[src/rtl/sprite_draw_pkg.sv]
// Shared video types: sprite line FSM states and the default transparent colour index.
package sprite_draw_pkg;

  typedef enum logic [2:0] {
    IDLE,
    REG_POS,
    ACTIVE,
    WAIT_POS,
    SPR_LINE,
    LINE_END
  } spr_state_t;

  localparam int TRANSP_DEF = 0;

endpackage

[src/rtl/sprite_draw.sv]
// Sprite line drawer: fetches one sprite row per line and emits pix/drawing one cycle behind sx.
// No backpressure; the display timing paces everything and the ROM answers combinationally.
module sprite_draw
  import sprite_draw_pkg::*;
#(
  parameter int CORDW  = 16,
  parameter int H_RES  = 640,
  parameter int SPR_W  = 16,
  parameter int SPR_H  = 16,
  parameter int COLRW  = 4,
  parameter int TRANSP = TRANSP_DEF,
  localparam int ADDRW = $clog2(SPR_W*SPR_H)
) (
  input  logic                    clk,
  input  logic                    rst,
  input  logic                    line,
  input  logic signed [CORDW-1:0] sx,
  input  logic signed [CORDW-1:0] sy,
  input  logic signed [CORDW-1:0] sprx,
  input  logic signed [CORDW-1:0] spry,
  input  logic [COLRW-1:0]        rom_data,
  output logic [ADDRW-1:0]        rom_addr,
  output logic [COLRW-1:0]        pix,
  output logic                    drawing
);

  localparam int BXW = (SPR_W > 1) ? $clog2(SPR_W) : 1;
  localparam logic [BXW-1:0]   BX_LAST  = BXW'(SPR_W - 1);
  localparam logic [COLRW-1:0] TRANSP_C = COLRW'(TRANSP);

  if (SPR_W > H_RES) begin : g_bad_width
    $error("sprite_draw: sprite wider than the active line");
  end

  spr_state_t              state;
  logic signed [CORDW-1:0] sprx_r, spry_r;
  logic [BXW-1:0]          bx;
  logic                    wait_first, clipped;

  // One extra bit so sy - spry_r never wraps, even with negative positions.
  logic signed [CORDW:0] row, target, sx_w;
  logic                  row_ok;

  always_comb begin
    sx_w   = {sx[CORDW-1], sx};
    row    = {sy[CORDW-1], sy} - {spry_r[CORDW-1], spry_r};
    target = {sprx_r[CORDW-1], sprx_r} - (CORDW+1)'(1);
    row_ok = !row[CORDW] && (row < (CORDW+1)'(SPR_H));
  end

  always_ff @(posedge clk or posedge rst) begin
    if (rst) begin
      state      <= IDLE;
      rom_addr   <= '0;
      pix        <= '0;
      drawing    <= 1'b0;
      bx         <= '0;
      sprx_r     <= '0;
      spry_r     <= '0;
      wait_first <= 1'b0;
      clipped    <= 1'b0;
    end else begin
      pix     <= '0;
      drawing <= 1'b0;
      if (line) begin
        state <= REG_POS;
      end else begin
        case (state)
          IDLE: state <= IDLE;
          REG_POS: begin
            sprx_r  <= sprx;
            spry_r  <= spry;
            clipped <= 1'b0;
            state   <= ACTIVE;
          end
          ACTIVE: begin
            if (row_ok) begin
              rom_addr   <= ADDRW'(row[ADDRW-1:0] * SPR_W);
              wait_first <= 1'b1;
              state      <= WAIT_POS;
            end else begin
              state <= IDLE;
            end
          end
          WAIT_POS: begin
            // A start column already behind us on entry means the line is skipped.
            wait_first <= 1'b0;
            if (!clipped && sx_w == target) begin
              bx    <= '0;
              state <= SPR_LINE;
            end else if (wait_first && sx_w > target) begin
              clipped <= 1'b1;
            end
          end
          SPR_LINE: begin
            pix     <= rom_data;
            drawing <= (rom_data != TRANSP_C);
            if (bx == BX_LAST) begin
              state <= LINE_END;
            end else begin
              bx       <= bx + 1'b1;
              rom_addr <= rom_addr + 1'b1;
            end
          end
          LINE_END: state <= IDLE;
          default:  state <= IDLE;
        endcase
      end
    end
  end

endmodule

[config.mk]
export PLATFORM = sky130hd
export DESIGN_NAME = sprite_draw
export DESIGN_NICKNAME = d
export VERILOG_FILES = /design/src/rtl/sprite_draw_pkg.sv /design/src/rtl/sprite_draw.sv
export SDC_FILE = /design/constraint.sdc
export NUM_CORES = 1
export LEC_CHECK = 0
export ABC_AREA = 1
export BUFFER_PORTS_ARGS = -buffer_cell sky130_fd_sc_hd__buf_4
export CAP_MARGIN = 20
export CELL_PAD_IN_SITES_DETAIL_PLACEMENT = 1
export CELL_PAD_IN_SITES_GLOBAL_PLACEMENT = 2
export CORE_MARGIN = 2
export CORE_UTILIZATION = 31
export CTS_CLUSTER_SIZE = 30
export DETAILED_ROUTE_END_ITERATION = 12
export PLACE_DENSITY = 0.91
export SLEW_MARGIN = 40
export SYNTH_ARGS = -nofsm -noshare
export SYNTH_HDL_FRONTEND = slang
export SYNTH_SLANG_ARGS = --single-unit
export TNS_END_PERCENT = 30
[constraint.sdc]
create_clock -name clk -period 3.69 [get_ports clk]
set_input_delay 0.738 -clock clk [delete_from_list [all_inputs] [get_ports clk]]
set_output_delay 0.738 -clock clk [all_outputs]
set_load 0.005 [all_outputs]
* Word level (Yosys, flattened, before mapping)
Cells that the tools add are included.
** Cells by class
- Bitwise gates (word level) :: 1
- Muxes and demuxes :: 20
- Equality and inequality tests :: 13
- Reductions and logical operators :: 16
- Magnitude comparators :: 2
- Add/sub/neg operators :: 4
** Operators with widths (count)
- $eq 16x17->1 :: 1
- $gt 16x17->1 :: 1
- $lt 17x6->1 const B :: 1
- $sub 16x16->17 :: 1
- $sub 16x2->17 const B :: 1
- $mux 4 :: 4
- $mux 8 :: 2
- $pmux 8 s2 :: 1
- $pmux 3 s4 :: 1
- $reduce_and 4->1 :: 3
- $ne 2x2->1 const B :: 5
- $mux 3 :: 3
- $add 8x1->8 const B :: 1
- $pmux 4 s2 :: 1
- $reduce_bool 2->1 :: 4
- $eq 3x2->1 const B :: 2
- $ne 3x3->1 const B :: 2
- $mux 1 :: 5
- $add 4x1->4 const B :: 1
- $eq 4x4->1 const B :: 1
- $pmux 1 s2 :: 2
- $reduce_and 2->1 :: 2
- $reduce_bool 4->1 :: 1
- $eq 3x1->1 const B :: 1
- 6 further kinds :: 9
** Word-level totals
- Bits in registers :: 54
- Output and inout bits :: 13
- Bits of input ports :: 71

* Depth between registers and ports, before layout
Gate-level depths: netlist (run 1).
- Depth in word-level cells :: 6
- Mapped depth :: 20
- Depth with buffers taken out :: 19

* Worst setup path before layout (run 1)
No wires, ideal clock.
- Path type :: reg-to-reg
- Start :: register sprx_r[2]
- End :: register bx[1]
- Data required time :: 3.569 ns
- Cell stages (with the launch flop) :: 16
- Period minus slack after synthesis :: 2.845 ns
- Arrival :: 2.724 ns
- Library setup time :: 0.121 ns
- Buffers on the path :: 0
- Setup slack :: 0.845 ns
- Cell sequence :: dfrtp_1 > nor2_1 > nand2_1 > nor4_1 > nand2_1 > nor2_1 > nand2_1 > nor3_1 > xnor2_1 > ha_1 > nand4_1 > nor4_1 > nand3_1 > nand2_1 > nand2_1 > a22o_1
** On the way
- Word-level cells in the longest chain between the ends :: 5
** RTL lines
- from (decl) :: RTL line sprite_draw.sv:36 : logic signed [CORDW-1:0] sprx_r, spry_r;
- from (signal assigned) :: RTL line sprite_draw.sv:71 : sprx_r <= sprx;
- $sub 16x2->17 :: RTL line sprite_draw.sv:47 : target = {sprx_r[CORDW-1], sprx_r} - (CORDW+1)'(1);
- $eq 16x17->1 :: RTL line sprite_draw.sv:88 : if (!clipped && sx_w == target) begin
- $logic_and 1x1->1 :: RTL line sprite_draw.sv:88
- $ne 2x2->1 (no line)
- $reduce_and 4->1 (no line)
- to (signal assigned) :: RTL line sprite_draw.sv:101 : bx <= bx + 1'b1;
- to (decl) :: RTL line sprite_draw.sv:37 : logic [BXW-1:0] bx;
Every way passes these cells.
A chain may end at the register's enable or synchronous reset.

* Final worst setup path (run 1)
- Start :: register sprx_r[2]
- End :: register bx[3]
Same word-level chain as after synthesis.

==> results.json, run 1 <==
{
  "outcome": "completed",
  "grt_pass1_wl_um": 20200,
  "slew_violations": 0,
  "finalCritPeriodShare_pct": 88.4,
  "coreArea_mm2": 0.0131,
  "die_h_um": 120,
  "post_dp_cell_area_mm2": 0.00499,
  "pre_cts_slack_ns": 0.224,
  "clk_root_buffer_cell": "clkbuf_16",
  "cts_tree": "done",
  "antenna_found_initial": 0,
  "setup-violations-final": 0,
  "syn_inst": 575,
  "fp.dieW_um": 120,
  "cts_buffer_depth": 2,
  "finalHoldViolCount": 0,
  "slowest_delay_ns": 0.43,
  "cpMostUsedCell": "nand2_1",
  "rr_startpoint": "sprx_r[2]",
  "netlist_area_mm2": 0.00415,
  "gr-total-overflow": 0,
  "rsz0062_at_grt": "no",
  "fp-row-count": 42,
  "power_frac_seq_pct": 30.8,
  "grtUsageTotal_pct": 17.4,
  "required_ns": 3.90,
  "power_switching_mw": 1.37,
  "cp.arrival_ns": 3.47,
  "end_kind": "register",
  "yosys_warnings": 0,
  "p_per_area_mw_per_mm2": 600,
  "drtPass1Iterations": 4,
  "drive_above_1_share_pct": 19.5,
  "fin_util_pct": 39.3,
  "antenna_cells": 0,
  "hpwl_um": 10100,
  "regArea_mm2": 0.00135,
  "h-tree-depth": 2,
  "path_cells": "nor2_1, nand2_1, nor4_2, nand2_1, nor2_1, nand2_1, nor3_1, xnor2_1, ha_1, nand4_1, nor4_2, nand3_1, nand2_1, nand2_1, o31ai_1",
  "ant_nets": 0,
  "design_area_mm2": 0.00516,
  "yosysSeqAreaShare_pct": 32.6,
  "cts_inserted_buffers": 5,
  "cts_sinks": 54,
  "worst-setup-path-type": "reg -> reg",
  "power_leakage_nw": 2.73,
  "portBuffers": 83,
  "clkTransAtPathRegs_ns": 0.08,
  "gp_congestion": 0.844,
  "drv_cap": 0,
  "post_cts_buffers": 0,
  "final_nets": 768,
  "wirelength_um": 12100,
  "syn_nets": 683,
  "multiInputGateArea_mm2": 0.00247,
  "cp_slowest_cell": "dfrtp_1",
  "timing.slew.headroom_pct": 61.2,
  "route.detailed.wl_per_inst_um": 14.5,
  "fill_cells": 1671,
  "synth.distinct_cells": 34,
  "ctsHoldBuffers": 0,
  "grt_start_max_net_pins": 34,
  "grt_pass1_vias": 4341,
  "hp-class": "in -> async",
  "pin_count": 84,
  "pwr-share-comb_pct": 52.7,
  "power.share.switching_pct": 44.4,
  "die_area_mm2": 0.0143,
  "post-route-drc-count": 0,
  "crit_fanout": 4,
  "startpoint": "sprx_r[2]",
  "p_clk_share_pct": 16.6,
  "p_int_mw": 1.72,
  "ir_worst_vdd_mv": 0.248,
  "setup_slack_ns": 0.426,
  "worstSetupStartpointType": "register",
  "vias_per_cell": 4.79,
  "synth-seq-cells": 54,
  "skew_ns": 0.0133,
  "vias": 4012,
  "finalSetupTns_ns": 0,
  "syn_to_final_growth_pct": 24.3,
  "fmaxAchievable_mhz": 306,
  "tightest_slew_ns": 0.581,
  "start_util_pct": 31.6,
  "min_period_ns": 3.26,
  "first_iter_violations": 130,
  "syn_area_per_cell_um2": 7.21,
  "clock_latency_ns": 0.31
}
[metal layers]
metal  wire, um  GRT usage, %  vias up
met5          0             0        -
met4         83          3.24        0
met3        546          2.57        8
met2       5840          30.9       77
met1       5650          22.5     1915
li1           -             -     2012
[critical path: cells and delay by family, from the launching register on]
family                   cells  cell delay, ns
flip-flops                   1            0.43
XOR/XNOR                     1            0.11
AO/OA/AOI/OAI                1            0.25
AND/OR/NAND/NOR             12            2.08
adder cells (fa/ha/maj)      1            0.28
[power by group through the flow]
stage / Combinational [mW] / Clock, mW / Sequential [mW]
floorplan: 1.18 / 0 / 0.911
global placement: 1.57 / 0 / 0.944
detailed placement: 1.64 / 0 / 0.957
CTS: 1.65 / 0.528 / 0.947
global route: 1.88 / 0.546 / 0.977
finish: 1.63 / 0.512 / 0.952
[through the flow]
step	hold WS, ns	power (mW)	std cells
6_report	0.496	3.09	837
5_1_grt	0.546	3.40	837
4_1_cts	0.514	3.13	837
3_5_place_dp	0.496	2.60	829
3_3_place_gp	0.484	2.51	829
2_1_floorplan	0.442	2.10	575
[logic make-up after synthesis]
family / after synthesis / synth area share [%]
XOR/XNOR: 23 / 4.86
buffers and inverters: 90 / 8.33
multiplexers: 14 / 3.77
AND/OR/NAND/NOR: 299 / 31.5
adder cells (fa/ha/maj): 37 / 11.3
flip-flops: 54 / 32.6
AO/OA/AOI/OAI: 58 / 7.66
[what timing repair did]
item / 4_1_cts / 5_1_grt
endpoints found under the hold margin: 0 / 0
setup endpoints to repair: 0 / 5
resized for setup: 0 / 2
[placed cells by master (no fill, tap or decap), types with 2 or more instances in the layout]
cell type	count
mux2_2	13
buf_4	84
ha_1	36
xnor2_1	12
nand4_1	8
xor2_1	11
clkbuf_16	5
inv_2	2
nand2_1	145
nor2_2	5
a41oi_1	2
nor4_1	2
dfrtp_1	54
nand3b_1	6
a21o_1	2
nand3_1	37
inv_1	81
o21a_1	2
a21oi_1	37
nand2_2	8
nand3_2	5
o21ai_0	11
and2_1	2
nor2_1	73
nor4_2	2
nor3_1	4
[final timing paths]
check	endpoint	slack, ns	depth (start not counted)
max	bx[3]	0.43	15
min	pix[0]	0.50	2
max reg2reg	bx[3]	0.43	15
min reg2reg	wait_first	0.52	2
max in group asynchronous	spry_r[5]	2.38	3
min in group clk	wait_first	0.52	2
[synthesized netlist by cell type]
cell type  instances  share of area, %
o21ai_0           11               1.3
nand2_2            8               1.2
nor2_2             5              0.75
clkbuf_1           5              0.45
nand3_1           38               4.6
and2_1             2              0.30
mux2_2            13               3.5
nand3b_1           6               1.1
a21oi_1           37               4.5
fa_1               1              0.48
inv_1             82               7.4
buf_6              1              0.27
mux2i_1            1              0.24
buf_1              1             0.090
nor3_1             4              0.48
xnor2_1           12               2.5
dfrtp_1           54                33
or2_1              1              0.15
nor2_1            73               6.6
a22o_1             1              0.21
ha_1              36                11
nand4_1            8               1.2
inv_2              1             0.090
o31ai_1            1              0.18
o21a_1             2              0.36
xor2_1            11               2.3
a31oi_1            1              0.15
a21o_1             2              0.36
nor3_4             1              0.39
a21boi_0           1              0.18
nand2_1          145                13
nand3_2            4              0.97
a41oi_1            2              0.42
nor4_1             4              0.60
[state kept, by name (all words and copies together) (netlist names)]
| name | count |
|---|---|
| bx | 4 |
| clipped | 1 |
| drawing | 1 |
| pix | 4 |
| rom_addr | 8 |
| sprx_r | 16 |
| spry_r | 16 |
| state | 3 |
| wait_first | 1 |
[cell type report]
cell class / count / share of cell area [%]
Tap cell: 176 / 4.27
Timing Repair Buffer: 85 / 12.6
Inverter: 83 / 6.04
Clock inverter: 2 / 0.315
Clock buffer: 6 / 2.69
Sequential cell: 54 / 26.2
Multi-Input combinational cell: 431 / 47.9
No activity file was read; power rests on OpenSTA's default activity.
==> run 2, diff against run 1 <==
Settings changed: ABC_AREA 1 to not set, CAP_MARGIN 20 to 5, CORE_UTILIZATION 31 to 33, PLACE_DENSITY 0.91 to 0.9.
==> results.json, run 2 <==
{
  "finalPower_mw": 2.09,
  "grt_pass1_vias": 3921,
  "yosys_warnings": 0,
  "min_period_ns": 3.44,
  "synth-seq-cells": 54,
  "multiInputGateArea_mm2": 0.00246,
  "die_h_um": 113,
  "layout_common_cells": "88 x buf_4, 54 x dfrtp_1, 36 x nand2_1, 36 x o21ai_0, 36 x ha_1",
  "synth_compound_area_share_pct": 22.0,
  "ys_top_cells_by_count": "54 x dfrtp_1, 37 x o21ai_0, 36 x ha_1, 36 x nand2_1, 32 x inv_1",
  "h-tree-depth": 2,
  "cts_buffer_depth": 2,
  "clk_root_buffer_cell": "clkbuf_16",
  "cts_inserted_buffers": 5,
  "setup-violations-final": 0,
  "syn_inst": 439,
  "whs_ns": 0.505,
  "pin_count": 84,
  "first_iter_violations": 123,
  "synth_top_cells_by_area": "dfrtp_1 34%, ha_1 11%, o21ai_0 4.7%",
  "slowest_delay_ns": 0.40,
  "reg_top3": "sprx_r x16, spry_r x16, rom_addr x8",
  "grtUsageTotal_pct": 17.9,
  "die_area_mm2": 0.0128,
  "outcome": "finished with violations",
  "vias_per_cell": 5.50,
  "r2r_end": "clipped",
  "syn_nets": 547,
  "numPlacedInstances": 655,
  "yosysMostFrequentCell": "dfrtp_1",
  "coreArea_mm2": 0.0115,
  "crit_fanout": 5,
  "yosysSeqAreaShare_pct": 34.4,
  "hp-class": "in -> async",
  "fp.dieW_um": 113,
  "gr-total-overflow": 0,
  "synth-simple-area-share_pct": 19.0,
  "required_ns": 3.86,
  "fp-row-count": 39,
  "muxShareOfSynthArea_pct": 4.01,
  "final_cells": 664,
  "clock_latency_ns": 0.30,
  "finalHoldViolCount": 0,
  "power_leakage_nw": 2.23,
  "syn_to_final_growth_pct": 25.9,
  "rr_startpoint": "sprx_r[2]",
  "synth_top_family_by_area": "compound AO/OA/AOI/OAI gates",
  "gp_congestion": 0.825,
  "synthFlopType": "dfrtp_1",
  "finalCritPeriodShare_pct": 93.2,
  "crit_end": "rom_addr[7]",
  "ir_worst_vdd_mv": 0.262,
  "worstSetupStartpointType": "input pin",
  "synthAdderAreaFrac_pct": 12.0,
  "startpoint": "sy[0]",
  "skew_ns": 0.0110,
  "vias": 3649,
  "cp.arrival_ns": 3.61,
  "path_cells": "buf_4, inv_1, ha_1, fa_1, nand2b_1, a211oi_2, o31ai_1, or3_1, a311o_1, a22oi_1, and4b_1, o22ai_1",
  "clkTransAtPathRegs_ns": 0.08,
  "drive_above_1_share_pct": 24.8,
  "antenna_cells": 0,
  "drv_cap": 0,
  "portBuffers": 83,
  "final_nets": 628,
  "synth.distinct_cells": 60,
  "violations": "DRC",
  "slew_violations": 0,
  "timing.slew.headroom_pct": 50.3,
  "synth-edff-count": 0,
  "end_kind": "register",
  "cts_sinks": 54,
  "regArea_mm2": 0.00135,
  "p_per_area_mw_per_mm2": 423,
  "post-route-drc-count": 4,
  "synth_top_cell_area_share_pct": 34.4,
  "synth_top_area_cell": "dfrtp_1",
  "grt_start_max_net_pins": 38,
  "netlist_area_mm2": 0.00393,
  "syn_area_per_cell_um2": 8.96,
  "cts_tree": "done",
  "hpwl_um": 8900,
  "async_flop_share_pct": 100,
  "ff2ff_path_depth": 9,
  "ant_nets": 0,
  "synthXorXnorAreaFrac_pct": 4.23,
  "grt_pass1_wl_um": 18900,
  "tightest_slew_ns": 0.735,
  "antenna_found_initial": 0,
  "route.detailed.wl_per_inst_um": 16.9,
  "layout_commonest_cell": "buf_4",
  "fmaxAchievable_mhz": 291,
  "wirelength_um": 11200,
  "worst-setup-path-type": "in -> reg",
  "cp_slowest_cell": "fa_1",
  "fill_cells": 1373,
  "start_util_pct": 34.1,
  "ctsHoldBuffers": 0,
  "r2r_slack_ns": 0.30,
  "drtPass1Iterations": 8
}
==> run 2: changes by cell type after synthesis, moves of 13 or more <==
cell,change
a21oi_1,-22
inv_1,-50
nand2_1,-109
nand3_1,-29
nor2_1,-46
nor3_1,+13
o21ai_0,+26
==> run 2: repair_timing <==
item,in CTS,in global routing
setup endpoints to repair,4,4
gates resized for setup,3,8
pin swaps,0,3
setup buffers,0,1
==> run 2: logic make-up (layout without fill, tap and decap cells) <==
kind of cell,after synthesis,count (layout)
mux,14,14
buf+inv,46,128
flops,54,54
fa+ha+maj,37,37
xor+xnor,19,19
compound gates,124,124
simple gates,145,145
==> run 2: where the power goes <==
group / internal (mW) / switching, mW
clock network: 0.326 / 0.236
logic: 0.361 / 0.447
registers: 0.660 / 0.0632
==> run 2: layout make-up <==
cell class / instances / share of cell area (%)
clock buffer: 5 / 2.53
clock inverter: 3 / 0.986
inverter: 32 / 2.45
multi-input combinational: 339 / 49.8
sequential: 54 / 27.3
tap: 143 / 3.62
timing repair buffer: 88 / 13.4
==> run 2: worst min path at each step <==
| stage | to |
|---|---|
| after detailed placement | spry_r[0] |
| after global placement | bx[2] |
| after global routing | sprx_r[15] |
| after floorplan | wait_first |
| final | sprx_r[15] |
| after CTS | spry_r[0] |
==> run 2: critical path: cells and delay by family <==
family | cells | cell delay, ns
and+or+nand+nor | 3 | 0.80
adders and majority gates | 2 | 0.62
AOI/OAI and AO/OA | 5 | 1.33
buffers and inverters | 2 | 0.11
==> run 2: routing by layer <==
metal  up-vias  GRT usage (%)  share of wire, %
met5         -              0                 0
met1      1794           23.3                46
li1       1777              -                 -
met3         4           2.36               3.5
met2        74           31.7                50
met4         0           3.66              0.68
==> run 2: through the flow <==
stage / instance area [um^2] / setup TNS (ns) / setup slack (ns) / utilization, %
after floorplan: 3930 / 0 / 0.369 / -
after global placement: 4710 / -0.147 / -0.103 / 40.9
after detailed placement: 4710 / -0.571 / -0.188 / 40.9
after CTS: 4900 / 0 / 0.0385 / 42.5
after global routing: 4950 / -0.0238 / -0.0238 / 43.0
final: 4950 / 0 / 0.250 / 43.0
